### config.mk
export PLATFORM = sky130hd
export DESIGN_NAME = pipe_stall_ctrl_flat
export DESIGN_NICKNAME = d
export VERILOG_FILES = /design/src/rtl/pipe_stall_ctrl_if.sv /design/src/rtl/pipe_stall_ctrl.sv /design/src/flat_wrapper.sv
export SDC_FILE = /design/constraint.sdc
export NUM_CORES = 1
export LEC_CHECK = 0
export ABC_CLOCK_PERIOD_IN_PS = 6200
export CAP_MARGIN = 20
export CORE_AREA = 2 2 109 111
export CTS_CLUSTER_SIZE = 24
export DETAILED_ROUTE_END_ITERATION = 8
export DIE_AREA = 0 0 111 113
export GPL_ROUTABILITY_DRIVEN = 0
export PLACE_DENSITY = 0.53
export SYNTH_ARGS = -nofsm -noshare
export SYNTH_HDL_FRONTEND = slang
export SYNTH_SLANG_ARGS = --single-unit
### constraint.sdc
create_clock -name clk -period 6.2 [get_ports clk]
set_clock_uncertainty 0.05 [all_clocks]
set_input_delay 0.93 -clock clk [delete_from_list [all_inputs] [get_ports clk]]
set_output_delay 0.93 -clock clk [all_outputs]
set_load 0.05 [all_outputs]
### src/rtl/pipe_stall_ctrl_if.sv
// rtl/pipe_stall_ctrl_if.sv - stall/flush request and hold-vector bundle for pipe_stall_ctrl
interface pipe_stall_ctrl_if #(
  parameter int ADDR_W  = 32,
  parameter int EXCNT_W = 6
);
  logic               stallreq_id;
  logic               ex_start;
  logic [EXCNT_W-1:0] ex_cycles;
  logic               mem_req;
  logic               mem_ack;
  logic               flush_req;
  logic [ADDR_W-1:0]  flush_pc;
  logic [5:0]         stall;
  logic               flush;
  logic [ADDR_W-1:0]  new_pc;
  logic               ex_done;
  logic               mem_err;
  logic [31:0]        stall_cycles;

  modport master (
    output stallreq_id, ex_start, ex_cycles, mem_req, mem_ack, flush_req, flush_pc,
    input  stall, flush, new_pc, ex_done, mem_err, stall_cycles
  );

  modport slave (
    input  stallreq_id, ex_start, ex_cycles, mem_req, mem_ack, flush_req, flush_pc,
    output stall, flush, new_pc, ex_done, mem_err, stall_cycles
  );
endinterface

### src/rtl/pipe_stall_ctrl.sv
// rtl/pipe_stall_ctrl.sv - pipeline stall/flush sequencer with EX latency and MEM timeout counters
module pipe_stall_ctrl #(
  parameter int                ADDR_W      = 32,
  parameter int                EXCNT_W     = 6,
  parameter int                MEM_TIMEOUT = 255,
  parameter logic [ADDR_W-1:0] EXC_VECTOR  = 32'h0000_0080
) (
  input  logic             clk,
  input  logic             rst,
  pipe_stall_ctrl_if.slave bus
);
  localparam int WAIT_W = (MEM_TIMEOUT > 2) ? $clog2(MEM_TIMEOUT) : 1;
  localparam logic [WAIT_W-1:0] WAIT_LAST = WAIT_W'(MEM_TIMEOUT - 1);

  typedef enum logic {RUN, EX_BUSY} state_t;

  state_t             state_q, state_d;
  logic [EXCNT_W-1:0] ex_cnt_q, ex_cnt_d;
  logic [WAIT_W-1:0]  wait_cnt_q, wait_cnt_d;
  logic [31:0]        stall_cycles_q, stall_cycles_d;

  logic              mem_stall;
  logic              timeout;
  logic [5:0]        stall_c;
  logic              flush_c;
  logic [ADDR_W-1:0] new_pc_c;
  logic              ex_done_c;
  logic              mem_err_c;

  assign mem_stall = bus.mem_req & ~bus.mem_ack;
  assign timeout   = mem_stall && (wait_cnt_q == WAIT_LAST);

  always_comb begin
    state_d    = state_q;
    ex_cnt_d   = ex_cnt_q;
    wait_cnt_d = '0;
    stall_c    = '0;
    flush_c    = 1'b0;
    new_pc_c   = '0;
    ex_done_c  = 1'b0;
    mem_err_c  = 1'b0;
    if (rst) begin
      state_d  = RUN;
      ex_cnt_d = '0;
    end else if (timeout) begin
      flush_c   = 1'b1;
      mem_err_c = 1'b1;
      new_pc_c  = EXC_VECTOR;
      state_d   = RUN;
      ex_cnt_d  = '0;
    end else if (bus.flush_req) begin
      flush_c  = 1'b1;
      new_pc_c = bus.flush_pc;
      state_d  = RUN;
      ex_cnt_d = '0;
    end else if (mem_stall) begin
      // EX is frozen underneath a memory wait: state and ex_cnt hold
      stall_c    = 6'b011111;
      wait_cnt_d = wait_cnt_q + WAIT_W'(1);
    end else if (state_q == EX_BUSY) begin
      stall_c = 6'b001111;
      if (ex_cnt_q == '0) begin
        ex_done_c = 1'b1;
        state_d   = RUN;
      end else begin
        ex_cnt_d = ex_cnt_q - EXCNT_W'(1);
      end
    end else if (bus.ex_start) begin
      stall_c = 6'b001111;
      if (bus.ex_cycles <= EXCNT_W'(1)) begin
        ex_done_c = 1'b1;
      end else begin
        // start cycle plus the final ex_cnt==0 cycle account for two of the N
        state_d  = EX_BUSY;
        ex_cnt_d = bus.ex_cycles - EXCNT_W'(2);
      end
    end else if (bus.stallreq_id) begin
      stall_c = 6'b000111;
    end

    stall_cycles_d = stall_cycles_q;
    if (stall_c[0] && (stall_cycles_q != 32'hFFFF_FFFF)) begin
      stall_cycles_d = stall_cycles_q + 32'd1;
    end
  end

  always_ff @(posedge clk) begin
    if (rst) begin
      state_q        <= RUN;
      ex_cnt_q       <= '0;
      wait_cnt_q     <= '0;
      stall_cycles_q <= '0;
    end else begin
      state_q        <= state_d;
      ex_cnt_q       <= ex_cnt_d;
      wait_cnt_q     <= wait_cnt_d;
      stall_cycles_q <= stall_cycles_d;
    end
  end

  assign bus.stall        = stall_c;
  assign bus.flush        = flush_c;
  assign bus.new_pc       = new_pc_c;
  assign bus.ex_done      = ex_done_c;
  assign bus.mem_err      = mem_err_c;
  assign bus.stall_cycles = stall_cycles_q;
endmodule

### src/flat_wrapper.sv
// flat-port wrapper written by rule: the top's interface ports become plain ports
module pipe_stall_ctrl_flat 
#(
  parameter int                ADDR_W      = 32,
  parameter int                EXCNT_W     = 6,
  parameter int                MEM_TIMEOUT = 255,
  parameter logic [ADDR_W-1:0] EXC_VECTOR  = 32'h0000_0080
)
  (clk, rst, bus_stallreq_id, bus_ex_start, bus_ex_cycles, bus_mem_req, bus_mem_ack, bus_flush_req, bus_flush_pc, bus_stall, bus_flush, bus_new_pc, bus_ex_done, bus_mem_err, bus_stall_cycles);
  pipe_stall_ctrl_if #(.ADDR_W(ADDR_W), .EXCNT_W(EXCNT_W)) bus_i ();
  input  logic clk;
  input  logic rst;
  input wire logic [$bits(bus_i.stallreq_id)-1:0] bus_stallreq_id;
  input wire logic [$bits(bus_i.ex_start)-1:0] bus_ex_start;
  input wire logic [$bits(bus_i.ex_cycles)-1:0] bus_ex_cycles;
  input wire logic [$bits(bus_i.mem_req)-1:0] bus_mem_req;
  input wire logic [$bits(bus_i.mem_ack)-1:0] bus_mem_ack;
  input wire logic [$bits(bus_i.flush_req)-1:0] bus_flush_req;
  input wire logic [$bits(bus_i.flush_pc)-1:0] bus_flush_pc;
  output wire logic [$bits(bus_i.stall)-1:0] bus_stall;
  output wire logic [$bits(bus_i.flush)-1:0] bus_flush;
  output wire logic [$bits(bus_i.new_pc)-1:0] bus_new_pc;
  output wire logic [$bits(bus_i.ex_done)-1:0] bus_ex_done;
  output wire logic [$bits(bus_i.mem_err)-1:0] bus_mem_err;
  output wire logic [$bits(bus_i.stall_cycles)-1:0] bus_stall_cycles;
  assign bus_i.stallreq_id = bus_stallreq_id;
  assign bus_i.ex_start = bus_ex_start;
  assign bus_i.ex_cycles = bus_ex_cycles;
  assign bus_i.mem_req = bus_mem_req;
  assign bus_i.mem_ack = bus_mem_ack;
  assign bus_i.flush_req = bus_flush_req;
  assign bus_i.flush_pc = bus_flush_pc;
  assign bus_stall = bus_i.stall;
  assign bus_flush = bus_i.flush;
  assign bus_new_pc = bus_i.new_pc;
  assign bus_ex_done = bus_i.ex_done;
  assign bus_mem_err = bus_i.mem_err;
  assign bus_stall_cycles = bus_i.stall_cycles;
  pipe_stall_ctrl #(.ADDR_W(ADDR_W), .EXCNT_W(EXCNT_W), .MEM_TIMEOUT(MEM_TIMEOUT), .EXC_VECTOR(EXC_VECTOR)) u_core (.clk(clk), .rst(rst), .bus(bus_i));
endmodule
; ---- Yosys cells after proc, flatten, opt, wreduce, memory -nomap -nowiden
; Cells that the tools add are included.
[word_totals]
n_memories = 0
mem_bits_ro = 0
reg_bits = 47
wordCells = 54
output_inout_bits = 73
latchBits = 0
in_bits = 45
mem_bits_rw = 0
[op_classes]
n_reduce_logical = 7
n_lt_le_gt_ge = 1
eq_ne = 4
bitwise_logic = 3
muxes = 31
div = 0
n_mul = 0
n_addsub = 4
shifts = 0
[op_table]
columns = operator, n
row1 = 32-bit two-way mux, 3
row2 = 6-bit two-way mux, 10
row3 = 32-bit by 1-bit adder with 32-bit output (second input constant), 1
row4 = 32-bit inequality test (second input constant), 1
row5 = 1-bit two-way mux, 17
row6 = 8-bit by 1-bit adder with 8-bit output (second input constant), 1
row7 = 8-bit == test (second input constant), 1
row8 = 6-bit by 1-bit <= comparator with 1-bit output (second input constant), 1
row9 = 6-bit zero test, 1
row10 = 6-bit by 1-bit subtractor with 6-bit output (second input constant), 1
row11 = 6-bit by 2-bit subtractor with 6-bit output (second input constant), 1
row12 = 4-bit AND reduction, 1
row13 = 4-bit OR reduction, 1
row14 = 3-bit two-way mux, 1
row15 = 3-bit OR reduction, 1
row16 = 1-bit logical AND, 2
row17 = 2-bit by 1-bit inequality test with 1-bit output (second input constant), 1
row18 = 2-bit inequality test (second input constant), 1
row19 = 1-bit NOT, 2
row20 = 2-bit nonzero test, 1
row21 = 1-bit bitwise AND, 1

; ---- Logic depth before layout (Yosys ltp)
; Gate-level depths: netlist of the first run.
[depth]
ltp_word = 8
ltp_mapped = 10
ltp_nobuf = 8

; ---- Worst setup path after synthesis of the first run
; OpenSTA, ideal clock, no wires.
[synth_path]
path_type = input to output
from = input port bus_ex_cycles[2]
to = output port bus_ex_done
t_required_ps = 5220
stages = 4
path_buffers = 1
arrival_ps = 4359
slack_ps = 861
cell_sequence = or3_1 or4_1 clkbuf_1 a2111oi_0
[synth_between]
elab_chain_len = 8
[synth_rtl]
columns = element, line_no
row1 = from (decl), flat_wrapper.sv:15  ; input wire logic [$bits(bus_i.ex_cycles)-1:0] bus_ex_cycles;
row2 = 6-bit by 1-bit <= comparator with 1-bit output, pipe_stall_ctrl.sv:70  ; if (bus.ex_cycles <= EXCNT_W'(1)) begin
row3 = 1-bit two-way mux, pipe_stall_ctrl.sv:70
row4 = 1-bit two-way mux, pipe_stall_ctrl.sv:68  ; end else if (bus.ex_start) begin
row5 = 1-bit two-way mux, pipe_stall_ctrl.sv:60  ; end else if (state_q == EX_BUSY) begin
row6 = 1-bit two-way mux, pipe_stall_ctrl.sv:56  ; end else if (mem_stall) begin
row7 = 1-bit two-way mux, pipe_stall_ctrl.sv:51  ; end else if (bus.flush_req) begin
row8 = 1-bit two-way mux, pipe_stall_ctrl.sv:45  ; end else if (timeout) begin
row9 = 1-bit two-way mux, pipe_stall_ctrl.sv:42  ; if (rst) begin
row10 = to (decl), flat_wrapper.sv:23  ; output wire logic [$bits(bus_i.ex_done)-1:0] bus_ex_done;
; No other way between the ends.

; ---- Worst setup path after layout of the first run
[layout_path]
from = input port rst
to = output port bus_ex_done
[layout_between]
elab_chain_len = 1
[layout_rtl]
columns = element, line_no
row1 = from (decl), flat_wrapper.sv:12  ; input logic rst;
row2 = 1-bit two-way mux, pipe_stall_ctrl.sv:42
; No other way between the ends.

==> run metrics, run 1 <==
status completed; setup repair after global routing missed its margin false; maximum clock rate 0.217 GHz; max-capacitance violation count 0; cell leakage power 1.55 nW; detailed placement HPWL 6740 um; destination of the worst hold path u_core.wait_cnt_q[0]; final worst hold slack 0.421 ns; Syn-to-layout area delta 47.8%; share of total power in combinational logic 20.6%; vias 2989; Post-Place Worst Slack 1.54 ns; fraction of registers with async set or reset after synthesis 0%; total power 705 uW; most common cell after layout, fill and taps aside clkdlybuf4s50_1; dominant synthesized flop cell dfxtp_1; Total Neg Setup Slack 0 ns; post-route ant nets 0; Cell variety after synth 55; Die Width 111 um; number of cells on the worst reg-to-reg path 6; area of the die 12500 um^2; number of warning messages in the yosys log 0; synthesized net count 405; area used by multi-input combinational logic 1780 um^2; first-pass GRT wire length 14200 um; GR Util All Layers 13.6%; required time of the critical path 5.22 ns; element type at the critical path end primary output; clock sink count 47; Post-CTS Setup Repair Bufs 0; Clock Latency Late Sink 0.28 ns; number of buffers created by CTS 5; register area share after synthesis 32.4%; crit path setup slack, layout 1.59 ns; flip-flop and latch area 941 um^2; sequential share of power 43.9%; number of iterations in the first detailed-routing pass 4; highest-count cells in the layout ignoring fill and taps 113 x clkdlybuf4s50_1, 47 x dfxtp_1, 35 x and3_1; number of core rows 39; critical path type in2out; initial antenna violation count 0; worst hold path startpoint u_core.wait_cnt_q[0]; clock root buffer clkbuf_16; GRT overflow 0; Switching Power 192 uW; residual DRC count 0; mean instance size in the synthesized netlist 8.20 um^2; number of placed I/O pins 118; worst-case register-to-register setup slack 3.71 ns; count of endpoints failing hold in the final timing report 0; via count of the first global-routing pass 2840; peak ir drop on the vdd network 0.000112 V; worst reg2reg endpoint u_core.bus.stall_cycles[19]; number of violations reported at the end of detailed-routing iteration 0 147; cell depth of the worst min-delay path 1; Nets 506; fill cell total of the finished layout 1164; post-route standard cell area excluding fillers 4290 um^2; startpoint of the worst register-to-register path u_core.state_q; ratio of cells with drive above 1 in the final layout 5.51%; transition at the pin with the smallest max-transition slack 0.881 ns; utilization after layout 38.1%; count of endpoints failing setup in the final report 0; pins over their slew limit 0; clock share of power 35.5%; Internal Pwr Total 512 uW; Relative slew margins 41.1%; maximum number of pins on one net before global-route repair 48; final cycle utilization of the critical path 74.4%; switching fraction of total power 27.3%; worst-path fanout max 36; path type of the worst min-delay path reg2reg; CTS tree yes; placement-stage cell area 4160 um^2; H-tree depth 2; power density relative to cell area 164 nW/um^2; Arr. time, crit path 3.63 ns; total instance count after detailed placement 591; number of vias per cell 5.01; Bufs on Longest Clock Path 2; Hold Buf Count CTS 0; core box area 11300 um^2; Final min period 4.61 ns; Critical Path Start Type input port; startpoint of the worst setup timing path rst; number of enable flip-flop cells after synthesis 0; post_cts resized 0; total wire length after detailed routing 9060 um; die outline height 113 um; synthesized instance count 354; post-CTS clock slew at the launch and capture registers of the worst setup and hold paths 0.06 ns; port bufs 116; average routed wire per standard cell 15.2 um; total of flip-flops plus latches after synthesis 47; non-filler instance count after layout 597; initial core utilization 25.8%; netlist area before placement 2900 um^2; number of diodes 0
[Yosys cell counts (5+ instances only)]
cell | count | area share (%)
and3_1 | 35 | 7.5
or4_1 | 14 | 3.6
nand2_1 | 21 | 2.7
dfxtp_1 | 47 | 32
buf_2 | 5 | 0.86
nor2b_1 | 7 | 1.5
nand4_1 | 9 | 1.9
o21ai_0 | 9 | 1.6
clkbuf_1 | 14 | 1.8
xnor2_1 | 5 | 1.5
nor2_1 | 21 | 2.7
a21oi_1 | 25 | 4.3
or3_1 | 9 | 1.9
o311ai_0 | 6 | 1.8
o41ai_1 | 6 | 1.8
nand3_1 | 20 | 3.4
inv_1 | 12 | 1.6
o31ai_1 | 10 | 2.6
o21a_1 | 5 | 1.3
ha_1 | 6 | 2.6
nor4_1 | 7 | 1.5
[state kept, by name (all words and copies together), names as in the netlist]
name	flops
u_core.bus.stall_cycles	32
u_core.state_q	1
u_core.wait_cnt_q	8
u_core.ex_cnt_q	6
[layer usage]
layer	wire length [um]	up-vias	share of wire [%]	GRT usage (%)
li1	-	1532	-	-
met1	4370	1414	48	18.7
met2	4400	39	49	22.8
met3	226	4	2.5	1.98
met4	65	0	0.72	3.25
met5	0	-	0	0
[power by group through the flow]
| stage | Clock [mW] | Combinational (mW) | Sequential, mW |
|---|---|---|---|
| final | 0.250 | 0.145 | 0.309 |
| after detailed placement | 0 | 0.145 | 0.316 |
| after global placement | 0 | 0.145 | 0.316 |
| after CTS | 0.258 | 0.146 | 0.309 |
| after global routing | 0.271 | 0.155 | 0.310 |
| after floorplan | 0 | 0.0830 | 0.316 |
[cell type report]
| type | count | share of cell area (%) |
|---|---|---|
| Tap cell | 143 | 4.17 |
| Timing Repair Buffer | 120 | 28.5 |
| Multi-Input combinational cell | 269 | 41.4 |
| Clock buffer | 6 | 3.00 |
| Sequential cell | 47 | 21.9 |
| Inverter | 12 | 1.05 |
[worst max-delay path, stage by stage]
cell and delay [ns]:
clkdlybuf4s50_1 0.42, inv_1 0.30, o31a_1 0.20, buf_4 0.29, nand2_1 0.23, a2111oi_0 0.37, clkdlybuf4s50_1 0.88
[how the worst max path moves through the flow]
stage | slack [ns] | cells past startpoint | end
2_1_floorplan | 0.86 | 4 | bus_ex_done
3_3_place_gp | 1.57 | 5 | bus_ex_done
3_5_place_dp | 1.54 | 7 | bus_ex_done
4_1_cts | 1.53 | 7 | bus_ex_done
5_1_grt | 1.41 | 7 | bus_ex_done
6_report | 1.59 | 7 | bus_ex_done
[cell families (layout without fill, tap and decap cells)]
group                      Yosys count  after routing  share of synthesized area [%]
AOI/OAI and AO/OA                   77             77                           18.0
xor gates and xnor gates             9              9                           2.72
adders and majority gates            6              6                           2.59
buffers and inverters               38            138                           6.42
DFF                                 47             47                           32.4
muxes                                8              8                           2.93
other                                1              1                          0.129
and+or+nand+nor                    168            168                           34.8
Power figures use the tool's default switching activity.
==> inputs of run 2 (changes only) <==
- ABC_CLOCK_PERIOD_IN_PS: 6200 -> 4100
- PLACE_DENSITY: 0.53 -> 0.55
- clock period: 6.2 -> 4.1 ns (I/O delays scaled with it)
==> run 2 against run 1 <==
Compared with the run above:
- via count rose by 1.9%
- combinational power rose by 79%
- flip-flop and latch count did not move
- clock-buffer cell count fell by 1
- first-iteration DRC count fell by 8.8%
- cell count rose by 1.0%
- setup slack got worse by 1.0 ns
- worst hold slack got worse by 0.0089 ns
- clock power rose by 63%
- non-clock buffer count rose by 4
- die area did not move
- sequential power rose by 51%
- critical path type unchanged
- largest power group unchanged
- highest routed layer unchanged
==> run metrics, run 2 (same netlist as run 1, synthesis figures left out) <==
status completed; max FFs per register 32; ratio of cells with drive above 1 in the final layout 14.3%; Bufs on Longest Clock Path 2; flip-flop and latch area 941 um^2; ordered cell list for the critical path clkdlybuf4s50_1 > or3_1 > or4_1 > a2111oi_1 > buf_12; peak ir drop on the vdd network 0.000164 V; Arr. time, crit path 2.89 ns; most common cell after layout, fill and taps aside clkdlybuf4s50_1; Hold Buf Count CTS 0; GRT overflow 0; number of violations reported at the end of detailed-routing iteration 0 134; clock sink count 47; number of iterations in the first detailed-routing pass 4; port bufs 116; number of core rows 39; placement-stage cell area 4530 um^2; total power 1.13 mW; number of placed I/O pins 118; initial antenna violation count 0; final worst hold slack 0.412 ns; maximum clock rate 0.281 GHz; post_cts resized 0; library cell contributing the largest single delay on the critical path a2111oi_1; pins over their slew limit 0; maximum number of pins on one net before global-route repair 36; post-CTS clock slew at the launch and capture registers of the worst setup and hold paths 0.06 ns; Critical Path Start Type input port; first-pass GRT wire length 15200 um; post-route standard cell area excluding fillers 4680 um^2; number of diodes 0; Post-CTS Setup Repair Bufs 0; element type at the critical path end primary output; number of buffers created by CTS 5; path type of the worst min-delay path reg2reg; clock root buffer clkbuf_16; largest incremental delay on the critical path 0.70 ns; die outline height 113 um; area used by multi-input combinational logic 1780 um^2; average routed wire per standard cell 15.9 um; setup repair after global routing missed its margin false; residual DRC count 0; power density relative to cell area 242 nW/um^2; Die Width 111 um; H-tree depth 2; Nets 510; fill cell total of the finished layout 1127; Final min period 3.56 ns; Relative slew margins 39.7%; vias 3046; cell leakage power 1.74 nW; count of endpoints failing setup in the final report 0; detailed placement HPWL 7520 um; non-filler instance count after layout 603; critical path type in2out; Clock Latency Late Sink 0.29 ns; core box area 11300 um^2; CTS tree yes; initial core utilization 25.8%; final cycle utilization of the critical path 86.7%; GR Util All Layers 14.8%; required time of the critical path 3.43 ns; max-capacitance violation count 0; post-route ant nets 0; number of vias per cell 5.05; Syn-to-layout area delta 61.2%; transition at the pin with the smallest max-transition slack 0.901 ns; total wire length after detailed routing 9610 um; highest-count cells in the layout ignoring fill and taps 79 x clkdlybuf4s50_1, 47 x dfxtp_1, 37 x buf_12; worst-path fanout max 5; total instance count after detailed placement 595; via count of the first global-routing pass 2872; Total Neg Setup Slack 0 ns; area of the die 12500 um^2; count of endpoints failing hold in the final timing report 0
[run 2: metal layers]
| metal | up-vias | wire (um) | GRT usage, % |
|---|---|---|---|
| met3 | 10 | 244 | 2.68 |
| li1 | 1545 | - | - |
| met4 | 0 | 125 | 3.58 |
| met5 | - | 0 | 0 |
| met1 | 1446 | 4430 | 19.4 |
| met2 | 45 | 4810 | 25.4 |
[run 2: through the flow]
step	setup WS, ns	utilization (%)
floorplan	0.0514	-
global placement	0.575	40.2
detailed placement	0.513	40.2
CTS	0.509	41.5
global route	0.428	41.5
finish	0.544	41.5
[run 2: final timing paths]
| path | from | to | slack, ns | cells after the start |
|---|---|---|---|---|
| max | bus_ex_cycles[3] | bus_ex_done | 0.54 | 5 |
| min | u_core.wait_cnt_q[0] | u_core.wait_cnt_q[0] | 0.41 | 1 |
| max reg2reg | u_core.bus.stall_cycles[0] | u_core.bus.stall_cycles[15] | 1.27 | 7 |
| min reg2reg | u_core.wait_cnt_q[0] | u_core.wait_cnt_q[0] | 0.41 | 1 |
[run 2: where the power goes]
group / internal [mW] / leakage [nW] / switching [mW] / total (mW)
combinational: 0.123 / 1.29 / 0.136 / 0.259
sequential: 0.461 / 0.379 / 0.00657 / 0.467
clock: 0.225 / 0.0658 / 0.182 / 0.407
total: 0.809 / 1.74 / 0.324 / 1.13
[run 2: cell type report]
type / instances / area share [%]
Multi-Input combinational cell: 269 / 38.0
Timing Repair Buffer: 124 / 34.0
Sequential cell: 47 / 20.1
Tap cell: 143 / 3.82
Clock buffer: 5 / 2.67
Inverter: 12 / 0.963
Clock inverter: 3 / 0.428
[run 2: worst max-delay path: cells and delay by family]
| kind | cells | cell delay (ns) |
|---|---|---|
| AO/OA/AOI/OAI | 1 | 0.70 |
| buffers and inverters | 2 | 0.67 |
| AND/OR/NAND/NOR | 2 | 0.91 |
==> inputs of run 3 (changes only) <==
- PLACE_DENSITY: 0.55 -> unset
- PLACE_DENSITY_LB_ADDON: unset -> 0.25
==> run 3 against run 2 <==
Compared with the run above:
- total power is 0.93% lower
- via count hardly changed
- maximum frequency is 0.70% higher
==> run metrics, run 3 (same netlist as run 1, synthesis figures left out) <==
Nets 510; total power 1.12 mW; Post-Place Worst Slack 0.559 ns; cell family with most CP delay simple AND/OR/NAND/NOR gates; Post-CTS Setup Repair Bufs 0; core box area 11300 um^2; element type at the critical path end primary output; power density relative to cell area 240 nW/um^2; first-pass GRT wire length 14800 um; Critical Path Start Type input port; Die Width 111 um; worst-path fanout max 5; Final min period 3.53 ns; startpoint of the worst register-to-register path u_core.bus.stall_cycles[0]; number of buffers created by CTS 5; Syn-to-layout area delta 61.0%; post-route ant nets 0; sequential share of power 41.6%; setup repair after global routing missed its margin false; average routed wire per standard cell 15.3 um; buffers plus inverters on the worst setup path 2; highest-count cells in the layout ignoring fill and taps 79 x clkdlybuf4s50_1, 47 x dfxtp_1, 37 x buf_12; cell leakage power 1.74 nW; switching fraction of total power 27.9%; detailed placement HPWL 7230 um; initial antenna violation count 0; destination of the worst hold path u_core.wait_cnt_q[0]; Internal Pwr Total 810 uW; GRT overflow 0; required time of the critical path 3.43 ns; most common cell after layout, fill and taps aside clkdlybuf4s50_1; final cycle utilization of the critical path 86.1%; number of iterations in the first detailed-routing pass 4; ratio of cells with drive above 1 in the final layout 14.1%; die outline height 113 um; maximum number of pins on one net before global-route repair 36; transition at the pin with the smallest max-transition slack 0.702 ns; max-capacitance violation count 0; path type of the worst min-delay path reg2reg; number of diodes 0; startpoint of the worst setup timing path bus_ex_cycles[3]; port bufs 116; number of vias per cell 5.06; H-tree depth 2; Arr. time, crit path 2.87 ns; share of total power in combinational logic 23.0%; initial core utilization 25.8%; clock share of power 35.4%; Bufs on Longest Clock Path 2; number of core rows 39; CTS tree yes; Clock Latency Late Sink 0.29 ns; vias 3049; clock sink count 47; GR Util All Layers 14.4%; ordered cell list for the critical path clkdlybuf4s50_1 > or3_1 > or4_1 > a2111oi_1 > buf_12; cell depth of the worst min-delay path 1; max FFs per register 32; maximum clock rate 0.283 GHz; clock root buffer clkbuf_16; Switching Power 313 uW; peak ir drop on the vdd network 0.000156 V; Hold Buf Count CTS 0; worst-case register-to-register setup slack 1.41 ns; status completed; number of violations reported at the end of detailed-routing iteration 0 148; residual DRC count 0; post_cts resized 0; post-CTS clock slew at the launch and capture registers of the worst setup and hold paths 0.06 ns; number of cells on the worst reg-to-reg path 7; count of endpoints failing hold in the final timing report 0; crit path setup slack, layout 0.569 ns; area of the die 12500 um^2; Total Neg Setup Slack 0 ns; library cell contributing the largest single delay on the critical path a2111oi_1; number of placed I/O pins 118; worst reg2reg endpoint u_core.bus.stall_cycles[15]; total wire length after detailed routing 9210 um; Relative slew margins 53.0%; critical path type in2out; via count of the first global-routing pass 2897; count of endpoints failing setup in the final report 0; largest incremental delay on the critical path 0.64 ns; worst hold path startpoint u_core.wait_cnt_q[0]; pins over their slew limit 0
## run 3: power by group through the flow
stage	sequential [mW]	clock, mW	combinational [mW]
after floorplan	0.478	0	0.126
after global placement	0.477	0	0.257
after detailed placement	0.478	0	0.258
after CTS	0.467	0.415	0.259
after global routing	0.468	0.430	0.273
final	0.467	0.398	0.258
## run 3: worst max-delay path by stage
stage | cells past startpoint | to
after floorplan | 4 | bus_ex_done
after global placement | 5 | bus_ex_done
after detailed placement | 5 | bus_ex_done
after CTS | 5 | bus_ex_done
after global routing | 5 | bus_ex_done
final | 5 | bus_ex_done
## run 3: cell type report
cell class | instances | area [um^2]
clock buffers | 6 | 129
well taps | 143 | 179
multi-input cells | 269 | 1780
fillers | 1102 | 6600
clock inverters | 2 | 12.5
flip-flops and latches | 47 | 941
repair buffers | 124 | 1590
inverters | 12 | 45.0
## run 3: metrics by stage
step | utilization (%) | area [um^2] | std cells | hold slack [ns]
floorplan | - | 2900 | 354 | 0.380
global placement | 40.2 | 4530 | 595 | 0.394
detailed placement | 40.2 | 4530 | 595 | 0.413
CTS | 41.5 | 4670 | 603 | 0.429
global route | 41.5 | 4670 | 603 | 0.454
finish | 41.5 | 4670 | 603 | 0.419
## run 3: metal layers
metal | GRT usage [%] | share of wire, % | vias to the layer above
li1 | - | - | 1548
met1 | 19.5 | 47 | 1453
met2 | 23.9 | 50 | 44
met3 | 2.84 | 2.7 | 4
met4 | 3.08 | 1.0 | 0
met5 | 0 | 0 | -
==> RTL change 1: new RTL, config.mk and constraints of run 2 <==
`EXCNT_W` is set to 6 in 3 places; all go to 4.
--- a/src/rtl/pipe_stall_ctrl_if.sv
+++ b/src/rtl/pipe_stall_ctrl_if.sv
@@ -3,3 +3,3 @@
   parameter int ADDR_W  = 32,
-  parameter int EXCNT_W = 6
+  parameter int EXCNT_W = 4
 );
--- a/src/rtl/pipe_stall_ctrl.sv
+++ b/src/rtl/pipe_stall_ctrl.sv
@@ -3,3 +3,3 @@
   parameter int                ADDR_W      = 32,
-  parameter int                EXCNT_W     = 6,
+  parameter int                EXCNT_W     = 4,
   parameter int                MEM_TIMEOUT = 255,
--- a/src/flat_wrapper.sv
+++ b/src/flat_wrapper.sv
@@ -4,3 +4,3 @@
   parameter int                ADDR_W      = 32,
-  parameter int                EXCNT_W     = 6,
+  parameter int                EXCNT_W     = 4,
   parameter int                MEM_TIMEOUT = 255,
Ports: changed (resized bus_ex_cycles); port bits go from 118 to 116. The function was not compared with the original's and may differ.
==> RTL change 1 against run 2 <==
  * Critical path type unchanged
  * Largest power group unchanged
  * First-iteration DRC count grew 11%
  * Cell area shrank 3.7%
  * Area after synthesis shrank 4.6%
  * Worst setup slack gained 360 ps
  * Wire length shrank 9.4%
  * Sequential share of layout area shrank 0.11 points
  * Utilization shrank 1.5 points
  * Sequential cell count shrank 2
  * Total power shrank 4.8%
==> RTL change 1: results (changes against run 2) <==
stage;metric;value;unit;change
synthesis;synth_cell_type_count;50;;-9.1%
route;via_count;2914;;-4.3%
finish;drive_gt1_frac;0.161;;+0.0180
synthesis;synth_area_per_cell;8.10;um^2;-1.3%
placement;place_hpwl;6640;um;-12%
clock_network;root_buffer;clkbuf_16;;
route;drtPass1Iterations;5;;+1
route;wire_per_inst;14.8;um;-7.3%
synthesis;yosysSeqAreaShare;0.325;;+0.00121
global_route;grt_pass1_vias;2690;;-6.3%
placement;pre_cts_ws;890;ps;+376 ps
power;power.leakage;1.59;nW;-8.2%
synthesis;yosys-top-cells-area;dfxtp_1 (33%), and3_1 (7.7%), or4_1 (4.1%);;
synthesis;syn-num-nets;391;;-3.5%
global_route;grt_use_total;0.133;;-0.0148
global_route;grt_max_degree;37;;+2.8%
setup_path;r2r-end;u_core.bus.stall_cycles[3]$_SDFFE_PP0P_;;
finish;final_cells;589;;-2.3%
placement;dp_cells;581;;-2.4%
global_route;grt_pass1_wl;13900;um;-8.5%
setup_path;worstPathArrival;2530;ps;-360 ps
setup_path;critPathMaxFanout;9;;+4
power;ir_drop;164;uV;about the same
power;p_clk_frac;0.369;;+0.010
sta;holdWs;414;ps;+1.22 ps
status;status;finished clean;;
setup_path;reg2reg_depth;5;;-2
finish;nNetsFinal;494;;-3.1%
setup_path;r2r_start;u_core.bus.stall_cycles[18]$_SDFFE_PP0P_;;
placement;portBuffers;114;;-1.7%
route;drt_iter0_drc;149;;+11%
power;pwr-share-seq;0.413;;about the same
synthesis;synth_common_cells;dfxtp_1 (45), and3_1 (34), nor2_1 (29), a21oi_1 (19);;
sta;worst_slew_pin_slew;864;ps;-37.0 ps
power;power.net_switching;0.299;mW;-7.8%
## RTL change 1: area by class of cell
type                    count  area (um^2)
clock buffers               7          133
well taps                 143          179
multi-input cells         260         1680
fillers                  1132         6770
inverters                  14         52.6
flip-flops and latches     45          901
clock inverters             1         7.51
repair buffers            119         1550
## RTL change 1: per-stage QoR
step	cell area, um^2	total power [mW]	utilization
after floorplan	2770	0.568	-
after global placement	4360	0.691	0.387
after detailed placement	4360	0.692	0.387
after CTS	4500	1.09	0.400
after global routing	4500	1.11	0.400
final	4500	1.08	0.400
## RTL change 1: logic make-up (layout without fill, tap and decap cells)
kind of cell,count (synthesis),count (layout),share of synthesized area
other cells,1,1,0.00135
xor+xnor,7,7,0.0221
mux,8,8,0.0307
fa+ha+maj,6,6,0.0271
flops,45,45,0.325
buf+inv,37,141,0.0669
simple gates,167,167,0.343
compound gates,71,71,0.184
## RTL change 1: critical path, stage by stage
cell	delay, ps
clkdlybuf4s50_1	560
inv_1	280
o31a_1	200
nand2b_1	180
or2_2	420
inv_1	130
buf_12	140
## RTL change 1: how the worst max path moves through the flow
stage,slack [ps],start,cells after the start,to
floorplan,1000,bus_mem_ack,6,bus_ex_done
CTS,880,rst,7,bus_stall[4]
finish,910,rst,7,bus_stall[4]
detailed placement,890,rst,7,bus_stall[4]
global placement,920,bus_mem_ack,6,bus_flush
global route,730,rst,7,bus_stall[0]
## RTL change 1: layer usage
layer / track usage / part of all wire / vias to the layer above
met4: 0.0267 / 0.0062 / 0
met5: 0 / 0 / -
li1: - / - / 1480
met3: 0.0230 / 0.042 / 4
met1: 0.180 / 0.46 / 1360
met2: 0.226 / 0.49 / 70
==> RTL change 2: new RTL, settings of run 2 <==
Made on the original files. Make the reset (`rst`) asynchronous in one clocked block.
--- a/src/rtl/pipe_stall_ctrl.sv
+++ b/src/rtl/pipe_stall_ctrl.sv
@@ -86,3 +86,3 @@
 
-  always_ff @(posedge clk) begin
+  always_ff @(posedge clk or posedge rst) begin
     if (rst) begin
Behaviour: differs if rst is asserted again (counterexample within 4 cycles, from zero or initial values and one cycle with rst high); with rst held inactive, the same outputs for 4 cycles.
==> RTL change 2 against run 2 <==
  * Fmax increased by 1.5%
  * Area after synthesis down 1.4%
  * Worst setup slack better by 52 ps
  * Wire length is 19% lower
  * Highest routed layer unchanged
  * Sequential cell count unchanged
  * Total power grew 22%
  * Synthesized cell count shrank 14%
  * Largest power group unchanged
  * Sequential power increased by 16%
  * Cell area decreased by 1.5%
==> RTL change 2: results (changes against run 2) <==
stage;metric;value;unit;change
route;drtPass1Iterations;4;;unchanged
placement;place_hpwl;5940;um;-21%
finish;fillers;1114;;-1.2%
route;vias_per_cell;4.57;;-9.6%
setup_path;slowest_delay;850;ps;+150 ps
global_route;antenna_found_initial;0;;unchanged
setup_path;cp_top_family;buffers and inverters;;
route;wire_per_inst;13.9;um;-13%
finish;largest_register_ffs;32;;unchanged
route;drt_iter0_drc;86;;-36%
synthesis;synthCells;306;;-14%
finish;nNetsFinal;469;;-8.0%
power;power.leakage;1.94;nW;+12%
synthesis;synth_common_cells;dfrtp_1 (47), and2_1 (34), xor2_1 (22), nand3_1 (21), nor2_1 (18);;
placement;dp_cells;554;;-6.9%
setup_path;worstPathArrival;2840;ps;-50 ps
finish;final_cells;562;;-6.8%
clock_network;cts_buffers;5;;unchanged
clock_network;cts_resized;0;;unchanged
floorplan;die-area;12500;um^2;unchanged
placement;portBuffers;116;;unchanged
synthesis;yosys-top-cells-area;dfrtp_1 (41%), and2_1 (7.4%), xor2_1 (6.7%);;
clock_network;postCtsSetupRepairBufs;0;;unchanged
synthesis;syn-num-nets;357;;-12%
setup_path;critPathMaxFanout;3;;-2
status;status;finished clean;;
setup_path;critPathSlowestCell;clkdlybuf4s50_1;;
synthesis;async_flop_share;1.00;;+1.00
global_route;grt_pass1_vias;2523;;-12%
global_route;grt_max_degree;48;;+33%
finish;drive_gt1_frac;0.146;;+0.00211
min_path;min-delay-path-class;flop to flop;;
synthesis;synth_cell_type_count;51;;-7.3%
sta;worst_slew_pin_slew;778;ps;-123 ps
global_route;grt_pass1_wl;13200;um;-13%
global_route;grt_use_total;0.127;;-0.0215
setup_path;reg2reg_slack;1640;ps;+370 ps
power;ir_drop;254;uV;+54%
clock_network;clkLatencyLatePin;290;ps;about the same
synthesis;yosysSeqAreaShare;0.411;;+0.0869
-- RTL change 2: layout make-up --
| cell class | instances | area, um^2 | share of cell area |
|---|---|---|---|
| clock inverters | 1 | 5.00 | 0.00109 |
| multi-input cells | 233 | 1580 | 0.342 |
| flip-flops and latches | 47 | 1180 | 0.255 |
| repair buffers | 121 | 1500 | 0.325 |
| inverters | 10 | 37.5 | 0.00815 |
| well taps | 143 | 179 | 0.0388 |
| clock buffers | 7 | 133 | 0.0288 |
-- RTL change 2: kinds of logic (layout without fill, tap and decap cells) --
kind of cell | Yosys count | after routing | synth area share
multiplexers | 4 | 4 | 0.0149
AND/OR/NAND/NOR | 157 | 157 | 0.324
XOR/XNOR | 38 | 38 | 0.119
other | 1 | 1 | 0.00131
AO/OA/AOI/OAI | 27 | 27 | 0.0643
buffers and inverters | 26 | 139 | 0.0398
flip-flops | 47 | 47 | 0.411
adder cells (fa/ha/maj) | 6 | 6 | 0.0262
-- RTL change 2: final timing paths --
kind	start	end	depth (start not counted)
setup / recovery	bus_ex_cycles[3]	bus_ex_done	6
setup reg to reg	u_core.state_q$_DFFE_PP0P_	u_core.bus.stall_cycles[29]$_DFFE_PP0P_	5
hold reg to reg	u_core.wait_cnt_q[0]$_DFF_PP0_	u_core.wait_cnt_q[0]$_DFF_PP0_	1
min in group asynchronous	rst	u_core.wait_cnt_q[2]$_DFF_PP0_	3
max in group asynchronous	rst	u_core.bus.stall_cycles[12]$_DFFE_PP0P_	3
hold / removal	u_core.wait_cnt_q[0]$_DFF_PP0_	u_core.wait_cnt_q[0]$_DFF_PP0_	1
-- RTL change 2: stage by stage --
step                hold WS (ps)  setup slack (ps)  power, mW  instance area [um^2]  utilization
floorplan                    404               818      0.803                  2860            -
global placement             419               630      0.997                  4460        0.396
detailed placement           431               608       1.00                  4470        0.396
CTS                          440               601       1.40                  4610        0.409
global route                 462               472       1.45                  4610        0.409
finish                       438               596       1.38                  4610        0.409
-- RTL change 2: report_power, final --
| part | switching (mW) | internal, mW | total (mW) | leakage [nW] |
|---|---|---|---|---|
| clock network | 0.165 | 0.226 | 0.391 | 0.0679 |
| logic | 0.262 | 0.187 | 0.449 | 1.23 |
| registers | 0.0440 | 0.496 | 0.540 | 0.640 |
| total | 0.471 | 0.909 | 1.38 | 1.94 |
-- RTL change 2: routing by layer --
| metal | part of all wire | vias up | global-route usage |
|---|---|---|---|
| li1 | - | 1286 | - |
| met3 | 0.050 | 4 | 0.0284 |
| met2 | 0.46 | 86 | 0.205 |
| met5 | 0 | - | 0 |
| met4 | 0.0032 | 0 | 0.0250 |
| met1 | 0.48 | 1191 | 0.175 |
